[config.mk]
export PLATFORM = sky130hd
export DESIGN_NAME = sevenseg_scan
export DESIGN_NICKNAME = d
export VERILOG_FILES = /design/src/rtl/sevenseg_scan.sv
export SDC_FILE = /design/constraint.sdc
export NUM_CORES = 1
export LEC_CHECK = 0
export BUFFER_PORTS_ARGS = -buffer_cell sky130_fd_sc_hd__clkbuf_2
export CAP_MARGIN = 20
export CORE_UTILIZATION = 60
export DETAILED_ROUTE_END_ITERATION = 7
export GPL_ROUTABILITY_DRIVEN = 1
export PLACE_DENSITY = 0.84
export SLEW_MARGIN = 20
export SYNTH_ARGS = -nofsm -noshare
export SYNTH_HDL_FRONTEND = slang
export SYNTH_SLANG_ARGS = --single-unit
[constraint.sdc]
create_clock -name clk -period 5.25 [get_ports clk]
set_clock_uncertainty 0.1 [all_clocks]
set_input_delay 0.7875 -clock clk [delete_from_list [all_inputs] [get_ports clk]]
set_output_delay 0.7875 -clock clk [all_outputs]
set_load 0.01 [all_outputs]
[src/rtl/sevenseg_scan.sv]
// Four-digit common-anode 7-segment scanner: slot prescaler, frame-synchronous
// value update, anti-ghost blanking and leading-zero suppression.
module sevenseg_scan #(
   parameter int SCAN_DIV  = 50000,
   parameter int BLANK_CYC = 64,
   parameter int DIV_W     = 16
) (
   input  logic        clk,
   input  logic        rst_n,
   input  logic        wr_en,
   input  logic [15:0] wr_data,
   input  logic        lz_en,
   output logic [3:0]  nib_out,
   input  logic [6:0]  seg_in,
   output logic [6:0]  seg_out,
   output logic [3:0]  an_out,
   output logic        frame_tick
);

   localparam logic [DIV_W-1:0] CNT_LAST = DIV_W'(SCAN_DIV - 1);

   logic [DIV_W-1:0] cnt;
   logic [1:0]       idx;
   logic [15:0]      shadow;
   logic [15:0]      disp;
   logic             pend;

   logic             slot_end;
   logic             frame_end;
   logic             in_blank;
   logic [3:0]       sup;
   logic             sup_cur;
   logic             blank;

   assign slot_end  = (cnt == CNT_LAST);
   assign frame_end = slot_end && (idx == 2'd3);

   // With no blanking window the compare would be against zero; drop it.
   generate
      if (BLANK_CYC == 0) begin : g_noblank
         assign in_blank = 1'b0;
      end else begin : g_blank
         assign in_blank = (cnt < DIV_W'(BLANK_CYC));
      end
   endgenerate

   // A digit is dark when it and every more significant digit are zero.
   assign sup[0] = 1'b0;
   assign sup[1] = lz_en & ~(|disp[15:4]);
   assign sup[2] = lz_en & ~(|disp[15:8]);
   assign sup[3] = lz_en & ~(|disp[15:12]);

   assign sup_cur = sup[idx];
   assign blank   = in_blank | sup_cur;
   assign nib_out = disp[{idx, 2'b00} +: 4];

   always_ff @(posedge clk) begin
      if (!rst_n) begin
         cnt        <= '0;
         idx        <= 2'd0;
         shadow     <= 16'h0000;
         disp       <= 16'h0000;
         pend       <= 1'b0;
         seg_out    <= 7'h7F;
         an_out     <= 4'hF;
         frame_tick <= 1'b0;
      end else begin
         cnt        <= slot_end ? '0 : cnt + 1'b1;
         if (slot_end)
            idx <= idx + 2'd1;
         frame_tick <= frame_end;

         if (wr_en)
            shadow <= wr_data;
         // A write landing on the wrap edge keeps pend set so it loads next frame.
         if (frame_end && pend)
            disp <= shadow;
         if (wr_en)
            pend <= 1'b1;
         else if (frame_end)
            pend <= 1'b0;

         an_out  <= blank ? 4'hF : ~(4'b0001 << idx);
         seg_out <= sup_cur ? 7'h7F : seg_in;
      end
   end

endmodule

# == Word level (Yosys, flattened, before mapping) ==
# Cells that the tools add are included.
# classes
shift,2
muxes,4
reduce_logical,9
bitwise_logic,9
n_eq_ne,2
addsub,2
magnitude_cmp,2
# ops
op,n
adder 16 x 1 -> 16 bit (second input constant),1
== test 16 bit (second input constant),1
< comparator 16 x 7 -> 1 bit (second input constant),1
variable part select 16 x 5 -> 4 bit,1
OR reduction 12 bit,1
OR reduction 8 bit,1
OR reduction 2 bit,3
inverter 1 bit,4
inverter 4 bit,1
OR reduction 4 bit,1
left shift 1 x 2 -> 4 bit (first input constant),1
bitwise AND 1 bit,3
< comparator 2 x 3 -> 1 bit (second input constant),1
two-way mux 1 bit,3
adder 2 x 1 -> 2 bit (second input constant),1
binary-select mux 1 bit (select 2 bit),1
== test 2 bit (second input constant),1
logical AND 1 bit,2
nonzero test 2 bit,1
OR 1 bit,1
# word_totals
ff_bits,63

# == Longest topological paths before layout ==
# logic_depth
ltp_word,7
mapped_depth,6
depth_no_buf,5

# == Worst setup path before layout ==
# OpenSTA, ideal clock, no wires.
# synth_path
path_kind,reg2out
from,reg idx[0]
to,out nib_out[0]
arrival_ns,1.088
path_stages_with_launch,3
t_required_ns,4.363
slack_ns,3.275
path_cell_list,dfxtp_1 -> buf_2 -> mux4_2
# synth_via
elab_chain_cells,1
# synth_rtl
item,line,text
start: declaration,23,logic [1:0] idx;
start signal: assignment,70,idx <= idx + 2'd1;
variable part select 16 x 5 -> 4 bit,55,"assign nib_out = disp[{idx, 2'b00} +: 4];"
end: declaration,13,"output logic [3:0] nib_out,"
# Every way passes these cells.

# == Worst setup path in the final report ==
# layout_path
from,reg idx[0]
to,out nib_out[1]
# Same word-level chain as after synthesis.

==> flow_summary.json <==
{
  "status": "finished clean",
  "row_count": 23,
  "cts_buffers": 9,
  "cts_setup_buffers": 0,
  "syn_nets": 294,
  "tns_ns": 0,
  "yosysSeqAreaShare_pct": 47.1,
  "slowest_stage": "dfxtp_1",
  "holdBufCountCts": 0,
  "async_reset_ff_share_pct": 0,
  "cap_violations": 0,
  "synthTopCellsByArea": "dfxtp_1, mux2i_1, nand2_1",
  "area_delta_synth_final_pct": 16.6,
  "yosys.cell_count.top_type": "dfxtp_1",
  "min_period_ns": 2.56,
  "grt_usage_pct": 22.3,
  "drt-initial-drc-count": 111,
  "crit_type": "reg -> out",
  "fmax_mhz": 390,
  "hold_viol": 0,
  "swShare_pct": 21.1,
  "totalWireLength_mm": 4.68,
  "rsz0062_at_grt": "no",
  "routedWlPerCell_um": 13.1,
  "synth_edf_count": 0,
  "p_leak_uw": 0.00126,
  "antenna_found_initial": 0,
  "clk_pin_slew_ns": 0.07,
  "nets": 334,
  "htreeDepth": 3,
  "ys_warn_count": 0,
  "synthDistinctLibCells": 35,
  "setup_viol_count_final": 0,
  "drive_gt1_share_pct": 25.1,
  "synth_top_cell_by_area": "dfxtp_1",
  "die_w_um": 68.8,
  "hold_ws_ns": 0.359,
  "diodes": 0,
  "power.internal_uw": 830,
  "synth.area.mux_share_pct": 15.7,
  "crit_path_end_kind": "output pin",
  "start_util_pct": 64.6,
  "core_area_sq_um": 4140,
  "startpoint_type": "flip-flop",
  "combPwrFrac_pct": 4.4,
  "synth_fa_ha_area_share_pct": 2.34,
  "io_buffers": 42,
  "io_pins": 43,
  "gp_congestion": 0.822,
  "synth_compound_area_share_pct": 2.38,
  "drt_drc_violations_left": 0,
  "cts_tree": "done",
  "worstPathArrival_ns": 1.68,
  "clock-sinks": 63,
  "synth_xor_area_share_pct": 4.91,
  "synth-simple-area-share_pct": 24.3,
  "worstPathRequired_ns": 4.36,
  "clkPwrFrac_pct": 48.3,
  "synth-main-ff-cell": "dfxtp_1",
  "dr.pass1.iters": 4,
  "cp_max_fo": 10,
  "synth_top_area_share_pct": 47.1,
  "clk-insertion-delay-late_ns": 0.34,
  "grt_overflow": 0,
  "grt_pass1_vias": 1696,
  "ys_seq_elements": 63,
  "crit_chain": "mux4_2, clkbuf_2",
  "via_per_inst": 5.40,
  "cts_max_path_buffers": 2,
  "syn-cell-area_sq_um": 2680,
  "cts_root_buf": "clkbuf_8",
  "chipHeight_um": 68.8,
  "power.switching_uw": 222,
  "synth_cells": 262,
  "timing.final.crit_share_pct": 48.8,
  "syn_area_per_cell_sq_um": 10.2,
  "dieArea_sq_um": 4730,
  "p_per_area_nw_per_um2": 337,
  "hpwlAfterDp_mm": 3.12,
  "grt_pass1_wl_mm": 7.49,
  "vias": 1928,
  "synth_top_family_by_area": "simple AND/OR/NAND/NOR gates",
  "antenna_left": 0,
  "ys_top_cells_by_count": "dfxtp_1, nand2_1, mux2i_1",
  "grt_max_degree": 61,
  "pwr-share-seq_pct": 47.3,
  "ctsResizeCount": 0,
  "relSlewSlack_pct": 33.3,
  "hold_path.class": "reg -> reg",
  "ir_worst_vdd_v": 0.000247,
  "worst_slew_pin_slew_ns": 1.00,
  "max_stage_delay_ns": 0.60,
  "finalMaxSlewViolations": 0
}
-- critical path: cells and delay by family (launching register included) --
| family | cells | cell delay [ns] |
|---|---|---|
| buffers and inverters | 1 | 0.15 |
| multiplexers | 1 | 0.59 |
| flip-flops | 1 | 0.60 |
-- flip-flops by register name, summed over array words and instances (netlist names) --
name,flops
an_out,4
cnt,16
disp,16
frame_tick,1
idx,2
pend,1
seg_out,7
shadow,16
-- cell usage in the layout, fill, tap and decap left out, types with 2 or more instances in the layout --
| cell | Yosys | final |
|---|---|---|
| nor4_1 | 7 | 7 |
| bufinv_16 | 0 | 3 |
| nor2b_1 | 17 | 17 |
| or2_2 | 6 | 6 |
| dfxtp_1 | 63 | 63 |
| and2_1 | 3 | 3 |
| nand4_1 | 9 | 9 |
| mux2i_1 | 33 | 33 |
| nand2_1 | 38 | 38 |
| clkbuf_8 | 0 | 9 |
| xnor2_1 | 8 | 8 |
| clkbuf_2 | 0 | 42 |
| inv_1 | 4 | 4 |
| mux4_2 | 4 | 4 |
| and3_1 | 2 | 2 |
| xor2_1 | 7 | 7 |
| o2111ai_1 | 4 | 4 |
| nor3_1 | 3 | 3 |
| nor2_1 | 17 | 17 |
| nand3_1 | 4 | 4 |
| ha_1 | 5 | 5 |
| and3_2 | 2 | 2 |
-- cells by family (layout without fill, tap and decap cells) --
family | Yosys count | in the layout
fa+ha+maj | 5 | 5
buf+inv | 17 | 62
flops | 63 | 63
compound gates | 8 | 8
xor+xnor | 15 | 15
simple gates | 117 | 117
mux | 37 | 37
-- worst paths after layout --
path | from | slack (ns) | to | cells past startpoint
worst max-delay path | idx[0]$_SDFFE_PN0P_ | 2.69 | nib_out[1] | 2
worst min-delay path | shadow[9]$_SDFFE_PN0P_ | 0.36 | disp[9]$_SDFFE_PN0P_ | 2
worst max register to register | cnt[0]$_SDFF_PP0_ | 3.35 | disp[8]$_SDFFE_PN0P_ | 5
worst min register to register | shadow[9]$_SDFFE_PN0P_ | 0.36 | disp[9]$_SDFFE_PN0P_ | 2
-- metrics by stage --
stage | utilization, % | instances | instance area, sq um | power (uW) | worst slack [ns]
2_1_floorplan | - | 262 | 2680 | 538 | 3.27
3_3_place_gp | 69.5 | 341 | 2880 | 553 | 2.77
3_5_place_dp | 69.5 | 341 | 2880 | 555 | 2.77
4_1_cts | 75.4 | 357 | 3120 | 1060 | 2.68
5_1_grt | 75.4 | 357 | 3120 | 1090 | 2.60
6_report | 75.4 | 357 | 3120 | 1050 | 2.69
-- power by group through the flow --
stage	clock network [uW]	registers, uW	logic (uW)
2_1_floorplan	0	508	29.3
3_3_place_gp	0	508	45.5
3_5_place_dp	0	508	46.8
4_1_cts	516	497	46.8
5_1_grt	538	499	52.6
6_report	508	497	46.3
-- routing by layer --
layer | global-route usage, % | wire [um] | vias to the layer above
li1 | - | - | 987
met1 | 27.4 | 2220 | 878
met2 | 32.8 | 2090 | 52
met3 | 7.07 | 256 | 11
met4 | 15.6 | 116 | 0
met5 | 0 | 0 | -
-- area by class of cell --
| cell class | instances | area [sq um] |
|---|---|---|
| Clock buffer | 9 | 124 |
| Clock inverter | 7 | 120 |
| Fill cell | 302 | 1020 |
| Inverter | 4 | 15.0 |
| Multi-Input combinational cell | 182 | 1330 |
| Sequential cell | 63 | 1260 |
| Tap cell | 50 | 62.6 |
| Timing Repair Buffer | 42 | 210 |
No activity file was read; power rests on OpenSTA's default activity.
